### src/rtl/config_chain_loader_pkg.sv
// Shared definitions for the configuration scan-chain loader: FSM state encoding
// and the serial bit-order convention used by both load and readback.
package config_chain_loader_pkg;

    localparam logic [1:0] IDLE = 2'd0;
    localparam logic [1:0] LOAD = 2'd1;
    localparam logic [1:0] READ = 2'd2;
    localparam logic [1:0] DONE = 2'd3;

    // First bit on the wire is the word MSB; it lands in the farthest chain position.
    localparam bit MSB_FIRST = 1'b1;

endpackage

### src/rtl/config_chain_loader_serdes.sv
// Word<->bit shifter with a bit count: serialiser (cnt = bits left) during load,
// deserialiser (cnt = bits captured, left-aligned) during readback.
module cfg_word_serdes
    import config_chain_loader_pkg::*;
#(
    parameter int WORD_W = 8,
    parameter int IDX_W  = $clog2(WORD_W + 1)
) (
    input  logic              clk,
    input  logic              rst,
    input  logic              clr,
    input  logic              load,
    input  logic [WORD_W-1:0] load_word,
    input  logic              shift_out,
    input  logic              shift_in,
    input  logic              din,
    output logic [WORD_W-1:0] word,
    output logic [IDX_W-1:0]  cnt,
    output logic              ser_bit
);

    logic [WORD_W-1:0] word_q, word_d;
    logic [IDX_W-1:0]  cnt_q, cnt_d;
    int                pos;

    always_ff @(posedge clk) begin
        if (rst) begin
            word_q <= '0;
            cnt_q  <= '0;
        end else begin
            word_q <= word_d;
            cnt_q  <= cnt_d;
        end
    end

    // Apply order: shift out, clear, shift in, load; lets a capture restart in the
    // same cycle its full word is handed off, and a reload follow the last bit.
    always_comb begin
        word_d = word_q;
        cnt_d  = cnt_q;
        pos    = 0;
        if (shift_out) begin
            word_d = MSB_FIRST ? {word_q[WORD_W-2:0], 1'b0} : {1'b0, word_q[WORD_W-1:1]};
            cnt_d  = cnt_q - IDX_W'(1);
        end
        if (clr) begin
            word_d = '0;
            cnt_d  = '0;
        end
        if (shift_in) begin
            pos = MSB_FIRST ? (WORD_W - 1 - int'(cnt_d)) : int'(cnt_d);
            for (int i = 0; i < WORD_W; i++) begin
                if (i == pos) word_d[i] = din;
            end
            cnt_d = cnt_d + IDX_W'(1);
        end
        if (load) begin
            word_d = load_word;
            cnt_d  = IDX_W'(WORD_W);
        end
    end

    assign word    = word_q;
    assign cnt     = cnt_q;
    assign ser_bit = MSB_FIRST ? word_q[WORD_W-1] : word_q[0];

endmodule

### src/rtl/config_chain_loader.sv
// Drives a LUT configuration scan chain: serial load from a word stream and
// non-destructive recirculating readback into a word stream.
module config_chain_loader
    import config_chain_loader_pkg::*;
#(
    parameter int CHAIN_LEN = 16,
    parameter int WORD_W    = 8,
    parameter int CNT_W     = $clog2(CHAIN_LEN + 1)
) (
    input  logic              config_clk,
    input  logic              config_rst,
    input  logic              load_start,
    input  logic              read_start,
    input  logic [WORD_W-1:0] wr_data,
    input  logic              wr_valid,
    output logic              wr_ready,
    output logic [WORD_W-1:0] rd_data,
    output logic              rd_valid,
    input  logic              rd_ready,
    output logic              busy,
    output logic              done,
    output logic              config_in,
    output logic              config_en,
    input  logic              config_out
);

    localparam int IDX_W = $clog2(WORD_W + 1);

    logic [1:0]        state_q, state_d;
    logic [CNT_W-1:0]  remaining_q, remaining_d;
    logic [WORD_W-1:0] rd_data_q, rd_data_d;
    logic              rd_valid_q, rd_valid_d;

    logic [WORD_W-1:0] sd_word;
    logic [IDX_W-1:0]  sd_cnt;
    logic              sd_msb;
    logic              sd_clr, sd_load, sd_shift_out, sd_shift_in;

    logic sd_empty, sd_full, last_shift, can_move, move, accept;

    cfg_word_serdes #(
        .WORD_W (WORD_W),
        .IDX_W  (IDX_W)
    ) u_serdes (
        .clk       (config_clk),
        .rst       (config_rst),
        .clr       (sd_clr),
        .load      (sd_load),
        .load_word (wr_data),
        .shift_out (sd_shift_out),
        .shift_in  (sd_shift_in),
        .din       (config_out),
        .word      (sd_word),
        .cnt       (sd_cnt),
        .ser_bit   (sd_msb)
    );

    always_ff @(posedge config_clk) begin
        if (config_rst) begin
            state_q     <= IDLE;
            remaining_q <= '0;
            rd_data_q   <= '0;
            rd_valid_q  <= 1'b0;
        end else begin
            state_q     <= state_d;
            remaining_q <= remaining_d;
            rd_data_q   <= rd_data_d;
            rd_valid_q  <= rd_valid_d;
        end
    end

    always_comb begin
        state_d      = state_q;
        remaining_d  = remaining_q;
        rd_data_d    = rd_data_q;
        rd_valid_d   = rd_valid_q;
        sd_clr       = 1'b0;
        sd_load      = 1'b0;
        sd_shift_out = 1'b0;
        sd_shift_in  = 1'b0;
        if (rd_valid_q && rd_ready) rd_valid_d = 1'b0;
        case (state_q)
            IDLE: begin
                sd_clr = 1'b1;
                if (load_start) begin
                    state_d     = LOAD;
                    remaining_d = CNT_W'(CHAIN_LEN);
                end else if (read_start) begin
                    state_d     = READ;
                    remaining_d = CNT_W'(CHAIN_LEN);
                end
            end
            LOAD: begin
                sd_shift_out = config_en;
                sd_load      = accept;
                if (config_en) remaining_d = remaining_q - CNT_W'(1);
                // Last chain bit: unused low bits of the final word are dropped.
                if (config_en && last_shift) begin
                    state_d = DONE;
                    sd_clr  = 1'b1;
                end
            end
            READ: begin
                sd_clr      = move;
                sd_shift_in = config_en;
                if (config_en) remaining_d = remaining_q - CNT_W'(1);
                if (move) begin
                    rd_data_d  = sd_word;
                    rd_valid_d = 1'b1;
                end
                if (remaining_q == '0 && sd_empty && rd_valid_q && rd_ready) state_d = DONE;
            end
            default: state_d = IDLE;
        endcase
    end

    always_comb begin
        config_en  = 1'b0;
        config_in  = 1'b0;
        wr_ready   = 1'b0;
        move       = 1'b0;
        sd_empty   = (sd_cnt == '0);
        sd_full    = (sd_cnt == IDX_W'(WORD_W));
        last_shift = (remaining_q == CNT_W'(1));
        can_move   = !rd_valid_q || rd_ready;
        case (state_q)
            LOAD: begin
                config_en = !sd_empty;
                config_in = sd_msb;
                wr_ready  = sd_empty || (sd_cnt == IDX_W'(1) && !last_shift);
            end
            READ: begin
                config_in = config_out;
                config_en = (remaining_q != '0) && !(sd_full && !can_move);
                move      = (sd_full || (remaining_q == '0 && !sd_empty)) && can_move;
            end
            default: ;
        endcase
        if (config_rst) config_en = 1'b0;
        accept   = wr_valid && wr_ready;
        busy     = (state_q != IDLE);
        done     = (state_q == DONE);
        rd_data  = rd_data_q;
        rd_valid = rd_valid_q;
    end

endmodule

### config.mk
export PLATFORM = sky130hd
export DESIGN_NAME = config_chain_loader
export DESIGN_NICKNAME = d
export VERILOG_FILES = /design/src/rtl/config_chain_loader_pkg.sv /design/src/rtl/config_chain_loader_serdes.sv /design/src/rtl/config_chain_loader.sv
export SDC_FILE = /design/constraint.sdc
export NUM_CORES = 1
export LEC_CHECK = 0
export CAP_MARGIN = 20
export CELL_PAD_IN_SITES_DETAIL_PLACEMENT = 0
export CELL_PAD_IN_SITES_GLOBAL_PLACEMENT = 1
export CORE_MARGIN = 1
export CORE_UTILIZATION = 28
export DETAILED_ROUTE_END_ITERATION = 6
export GPL_TIMING_DRIVEN = 0
export PLACE_DENSITY_LB_ADDON = 0.25
export SLEW_MARGIN = 20
export SYNTH_ARGS = -nofsm -noshare
export SYNTH_HDL_FRONTEND = slang
export SYNTH_HIERARCHICAL = 1
export SYNTH_SLANG_ARGS = --single-unit
### constraint.sdc
create_clock -name config_clk -period 3.1 [get_ports config_clk]
set_input_delay 0.775 -clock config_clk [delete_from_list [all_inputs] [get_ports config_clk]]
set_output_delay 0.775 -clock config_clk [all_outputs]
set_load 0.03 [all_outputs]
==> results of run 1 <==
final cells by class:
type,instances,area share
plain buffers,9,0.0216
clock buffers,4,0.0221
inverters,18,0.0277
multi-input cells,172,0.537
flip-flops and latches,28,0.225
well taps,77,0.0387
repair buffers,34,0.127
cells by family after synthesis:
logic type                 share of synthesized area
AOI/OAI and AO/OA                              0.247
buffers and inverters                         0.0606
and+or+nand+nor                                0.228
muxes                                         0.0799
adders and majority gates                     0.0773
xor gates and xnor gates                      0.0180
DFF                                            0.289
power groups by stage:
stage,registers [mW],clock network [mW],logic (mW)
after floorplan,0.435,0,0.549
after global placement,0.444,0,0.748
after detailed placement,0.445,0,0.740
after CTS,0.439,0.248,0.783
after global routing,0.444,0.262,0.889
final,0.439,0.239,0.806
critical path, stage by stage:
cell                              delay (ns)
sky130_fd_sc_hd__clkdlybuf4s50_1        0.50
sky130_fd_sc_hd__nor2b_1                0.07
sky130_fd_sc_hd__a311o_1                0.35
sky130_fd_sc_hd__a211oi_2               0.31
sky130_fd_sc_hd__buf_4                  0.22
flip-flops by register name, indices dropped and copies added, names as in the netlist:
register and count:
state_q 2, rd_valid 1, u_serdes/cnt 4, u_serdes/word 8
rd_data 8, remaining_q 5
synthesized netlist by cell type, types with 6 or more instances:
| library cell | number |
|---|---|
| sky130_fd_sc_hd__mux2_2 | 9 |
| sky130_fd_sc_hd__ha_1 | 12 |
| sky130_fd_sc_hd__nand4_1 | 12 |
| sky130_fd_sc_hd__clkbuf_1 | 7 |
| sky130_fd_sc_hd__a41o_1 | 6 |
| sky130_fd_sc_hd__inv_1 | 17 |
| sky130_fd_sc_hd__a21oi_1 | 15 |
| sky130_fd_sc_hd__nand2_1 | 24 |
| sky130_fd_sc_hd__nor2_1 | 9 |
| sky130_fd_sc_hd__o211ai_1 | 6 |
| sky130_fd_sc_hd__dfxtp_1 | 28 |
| sky130_fd_sc_hd__o31ai_1 | 9 |
| sky130_fd_sc_hd__nor3_1 | 7 |
repair_timing:
item / CTS / global route
pin swaps: 1 / 4
setup endpoints to repair: 13 / 11
buffers inserted: 0 / 6
gates resized for setup: 22 / 15
stage by stage:
step           setup slack, ns  power (mW)  utilization
5_1_grt               -0.00531        1.59        0.381
3_3_place_gp            -0.948        1.19        0.355
6_report                0.0962        1.48        0.381
2_1_floorplan           0.0303       0.984            -
4_1_cts                0.00458        1.47        0.370
3_5_place_dp            -0.962        1.18        0.355
worst max-delay path by stage:
| stage | from | end | slack, ns | depth (start not counted) |
|---|---|---|---|---|
| 2_1_floorplan | rd_ready | u_serdes/word[6] | 0.03 | 7 |
| 3_3_place_gp | config_rst | u_serdes/word[0] | -0.95 | 12 |
| 3_5_place_dp | config_rst | u_serdes/word[0] | -0.96 | 12 |
| 4_1_cts | rd_ready | u_serdes/word[0] | 0.005 | 11 |
| 5_1_grt | rd_ready | u_serdes/word[3] | -0.005 | 12 |
| 6_report | rd_ready | config_en | 0.1 | 5 |
metal layers:
layer,track usage,up-vias
met5,0,-
met4,0.0318,0
met3,0.0272,4
met2,0.224,46
met1,0.213,877
li1,-,943
==> metrics.json, run 1 <==
{
  "outcome": "complete, no violations",
  "worstSetupStartpointType": "input pin",
  "start_util": 0.297,
  "cell_chosen_for_the_clock_root": "sky130_fd_sc_hd__clkbuf_8",
  "final_nets": 293,
  "rr_startpoint": "remaining_q[1]",
  "drv.max_cap_violation_count": 0,
  "setup_viol_count_final": 0,
  "placed_area_mm2": 0.00232,
  "drc": 0,
  "synthCells": 228,
  "clock_power_share": 0.161,
  "power_density_mw_per_mm2": 597,
  "vias_per_cell": 5.47,
  "type_of_the_most_critical_hold_path": "reg2reg",
  "worst_slew_pin_slew_ns": 0.714,
  "synthArstFlopShare": 0,
  "grt_pass1_wl_um": 8600,
  "clk_latency_ns": 0.28,
  "synth_fp_nets": 255,
  "clock_tree.htree_level_count": 1,
  "drt-wirelength-per-cell_um": 15.1,
  "firstDrtPassIters": 4,
  "topRoutingLayerUsed": "met4",
  "synth.ff_latch_count": 28,
  "placement_rows": 29,
  "slew_headroom": 0.510,
  "num_vias": 1870,
  "mostFrequentLayoutCell": "sky130_fd_sc_hd__dfxtp_1",
  "clock_sink_count": 28,
  "setup_tns_after_final_layout_ns": 0,
  "drt_iter0_drc": 108,
  "synthDistinctLibCells": 53,
  "power.leakage_nw": 0.877,
  "count_of_pins_over_their_slew_limit": 0,
  "cts-buffers-inserted": 3,
  "path_max_fanout": 6,
  "clock_skew_ns": 0.00932,
  "p_switching_mw": 0.651,
  "place_inst": 333,
  "wl_met2_um": 2330,
  "regToRegEndpoint": "u_serdes/word[4]",
  "dp_hpwl_um": 3930,
  "multi_input_area_mm2": 0.00134,
  "cts-root-to-sink-buffers": 2,
  "wl_um": 5160,
  "worst-endpoint-required_ns": 2.32,
  "die_width_um": 85.3,
  "yosys.area.top_type_share": 0.289,
  "final-hold-violation-count": 0,
  "endpoint_kind": "primary output",
  "globalRoute.totalOverflow": 0,
  "worst_ep_arrival_time_ns": 2.23,
  "grt_antenna_before_repair": 0,
  "timing.hold.worst_endpoint": "rd_data[1]",
  "r2r.worst_path.cells": 10,
  "port_buffers": 28,
  "holdWs_ns": 0.478,
  "mostFrequentLayoutCells": "sky130_fd_sc_hd__dfxtp_1, sky130_fd_sc_hd__clkdlybuf4s50_1, sky130_fd_sc_hd__nand2_1, sky130_fd_sc_hd__inv_1, sky130_fd_sc_hd__a21oi_1",
  "intPower_mw": 0.833,
  "cells_on_worst_hold_path": 2,
  "fin_area_mm2": 0.00249,
  "non_filler_cells_in_the_finished_layout": 342,
  "switching_share_of_power": 0.439,
  "dieArea_mm2": 0.00727,
  "n_antenna_cell": 0,
  "netlist_top_cells_area": "sky130_fd_sc_hd__dfxtp_1, sky130_fd_sc_hd__ha_1, sky130_fd_sc_hd__mux2_2",
  "ys.flop_type": "sky130_fd_sc_hd__dfxtp_1",
  "globalRouteTotalUtil": 0.146,
  "achievable-frequency_ghz": 0.333,
  "place_congestion": 0.764,
  "grt_max_degree": 16,
  "grt_pass1_vias": 1743,
  "sequentialPowerShare": 0.296,
  "die-height_um": 85.3,
  "syn_to_final_growth_pct": 28.1,
  "post-synth-top-area-cell": "sky130_fd_sc_hd__dfxtp_1",
  "max-vdd-ir-drop_v": 0.000180,
  "io_pins": 29,
  "dr_wl_met3_um": 255,
  "cts-hold-fix-buffers": 0,
  "antenna_left": 0,
  "tritoncts": "built",
  "synth-seq-area-share": 0.289,
  "synthesis.area_mm2": 0.00194,
  "setup.worst_path.class": "in2out",
  "timing.final.crit_period_ns": 3.00,
  "worst-r2r-setup-slack_ns": 0.23,
  "power_frac_comb": 0.543,
  "min-delay-start": "rd_data[1]",
  "n_fill_cell": 685,
  "yosysWarnings": 6,
  "layout-drive-gt1-share": 0.166,
  "final.period_utilization": 0.969,
  "core_area_mm2": 0.00653,
  "syn_area_per_cell_um2": 8.52,
  "seqCellArea_um2": 561,
  "route.layer.met1.wl_um": 2530,
  "number_of_enable_type_register_cells_in_the_synthesized_netlist": 0,
  "worst_setup_hold_path_clk_slew_ns": 0.11
}
Note: power is estimated with default switching activity, not from simulation.
==> run 2: changes to the inputs <==
- CORE_MARGIN: 1 -> 1.5
==> run 2 against run 1 <==
  * Global-route usage is 0.26 points lower
  * Critical path depth stayed put
  * Clock skew is 0.0059 ns lower
  * Via count is 1.1% lower
  * Hold slack worse by 0.0025 ns
  * Non-clock buffer count is 1 higher
  * Total power is 2.0% lower
  * Maximum frequency is 0.13% lower
  * Sequential share of layout area is 0.14 points higher
  * Sequential cell count stayed put
  * Largest power group unchanged
==> metrics.json, run 2 (synthesis results as in run 1) <==
{
  "outcome": "complete, no violations",
  "port_buffers": 28,
  "dp_hpwl_um": 3920,
  "place_inst": 336,
  "mostFrequentLayoutCells": "sky130_fd_sc_hd__dfxtp_1, sky130_fd_sc_hd__clkdlybuf4s50_1, sky130_fd_sc_hd__nand2_1, sky130_fd_sc_hd__inv_1, sky130_fd_sc_hd__a21oi_1",
  "placement_rows": 30,
  "worst-endpoint-required_ns": 2.32,
  "clock_sink_count": 28,
  "cts-hold-fix-buffers": 0,
  "cell_chosen_for_the_clock_root": "sky130_fd_sc_hd__clkbuf_8",
  "globalRouteTotalUtil": 0.144,
  "worst_slew_pin_slew_ns": 0.692,
  "firstDrtPassIters": 4,
  "layout-drive-gt1-share": 0.162,
  "antenna_left": 0,
  "endpoint_kind": "primary output",
  "type_of_the_most_critical_hold_path": "reg2reg",
  "holdWs_ns": 0.476,
  "rsz_0062_raised_after_global_routing": "no",
  "start_util": 0.287,
  "mostFrequentLayoutCell": "sky130_fd_sc_hd__dfxtp_1",
  "dieArea_mm2": 0.00744,
  "post-layout-total-power_mw": 1.45,
  "clock_tree.htree_level_count": 1,
  "n_antenna_cell": 0,
  "cell_by_cell_trace_of_the_critical_path": "clkdlybuf4s50_1 > nor2b_1 > a311o_1 > a211oi_2 > buf_4",
  "io_pins": 29,
  "drc": 0,
  "grt_pass1_vias": 1691,
  "utilization": 0.366,
  "wl_um": 5170,
  "clk_latency_ns": 0.28,
  "slew_headroom": 0.526,
  "achievable-frequency_ghz": 0.332,
  "setup.worst_path.class": "in2out",
  "setup_tns_after_final_layout_ns": 0,
  "vias_per_cell": 5.36,
  "power.leakage_nw": 0.880,
  "globalRoute.totalOverflow": 0,
  "worst_setup_hold_path_clk_slew_ns": 0.09,
  "worst_ep_arrival_time_ns": 2.23,
  "grt_antenna_before_repair": 0,
  "count_of_pins_over_their_slew_limit": 0,
  "tritoncts": "built",
  "place_worst_setup_slack_ns": -0.998,
  "drt_iter0_drc": 80,
  "critical-path-max-stage-delay_ns": 0.50,
  "drv.max_cap_violation_count": 0,
  "grt_pass1_wl_um": 8430,
  "die-height_um": 86.3,
  "setup_viol_count_final": 0,
  "path_max_fanout": 6,
  "placed_area_mm2": 0.00232,
  "final_nets": 294,
  "max-vdd-ir-drop_v": 0.000155,
  "place_congestion": 0.801,
  "fin_area_mm2": 0.00247,
  "die_width_um": 86.3,
  "clock_skew_ns": 0.00340,
  "final.setup.worst_slack_ns": 0.0922,
  "drt-wirelength-per-cell_um": 15.0,
  "cts-buffers-inserted": 3,
  "core_area_mm2": 0.00676,
  "syn_to_final_growth_pct": 27.3,
  "grt_max_degree": 15,
  "final.period_utilization": 0.970,
  "worstSetupStartpointType": "input pin",
  "timing.final.crit_period_ns": 3.01,
  "final-hold-violation-count": 0,
  "power_density_mw_per_mm2": 588,
  "cts-root-to-sink-buffers": 2,
  "worst_path_max_delay_cell": "sky130_fd_sc_hd__clkdlybuf4s50_1",
  "non_filler_cells_in_the_finished_layout": 345,
  "num_vias": 1850
}
run 2: cell count changes in the layout (fill, tap and decap cells not counted):
cell | before | now
sky130_fd_sc_hd__clkbuf_1 | 4 | 3
sky130_fd_sc_hd__ha_1 | 10 | 11
sky130_fd_sc_hd__o21ai_2 | 1 | 0
sky130_fd_sc_hd__o311ai_0 | 5 | 3
sky130_fd_sc_hd__clkbuf_8 | 4 | 3
sky130_fd_sc_hd__o311ai_1 | 1 | 3
sky130_fd_sc_hd__o21ai_1 | 0 | 1
sky130_fd_sc_hd__a211oi_4 | 1 | 0
sky130_fd_sc_hd__a211oi_2 | 1 | 2
sky130_fd_sc_hd__clkbuf_2 | 2 | 3
sky130_fd_sc_hd__ha_2 | 2 | 1
sky130_fd_sc_hd__clkbuf_4 | 0 | 1
run 2: critical path: cells and delay by family:
family,cells,cell delay (ns)
buffers and inverters,2,0.72
AO/OA/AOI/OAI,2,0.66
AND/OR/NAND/NOR,1,0.07
run 2: what timing repair did:
item | 4_1_cts | 5_1_grt
gates resized for setup | 20 | 18
pin swaps | 2 | 3
setup buffers | 3 | 3
setup endpoints to repair | 13 | 13
run 2: layout make-up:
cell class	instances	area, µm²
Fill cell	712	4280
Clock buffer	3	41.3
Tap cell	80	100
Buffer	10	62.6
Timing Repair Buffer	34	317
Multi-Input combinational cell	172	1320
Inverter	18	68.8
Sequential cell	28	561
run 2: path summary, 6_finish.rpt:
| kind | start | to | slack, ns | cells after the start |
|---|---|---|---|---|
| setup / recovery | rd_ready | config_en | 0.09 | 5 |
| hold / removal | rd_data[2] | rd_data[2] | 0.48 | 2 |
| setup reg to reg | u_serdes/cnt[0] | u_serdes/word[4] | 0.20 | 8 |
| hold reg to reg | rd_data[2] | rd_data[2] | 0.48 | 2 |
run 2: metal layers:
| metal | vias up | part of all wire | global-route usage |
|---|---|---|---|
| met2 | 28 | 0.45 | 0.224 |
| met5 | - | 0 | 0 |
| met4 | 0 | 0.015 | 0.0396 |
| met3 | 6 | 0.028 | 0.0248 |
| met1 | 875 | 0.50 | 0.205 |
| li1 | 941 | - | - |
run 2: report_power, final:
part / internal, mW / total [mW] / switching, mW
clock: 0.0876 / 0.205 / 0.117
sequential: 0.399 / 0.438 / 0.0394
combinational: 0.328 / 0.811 / 0.483
total: 0.815 / 1.45 / 0.639
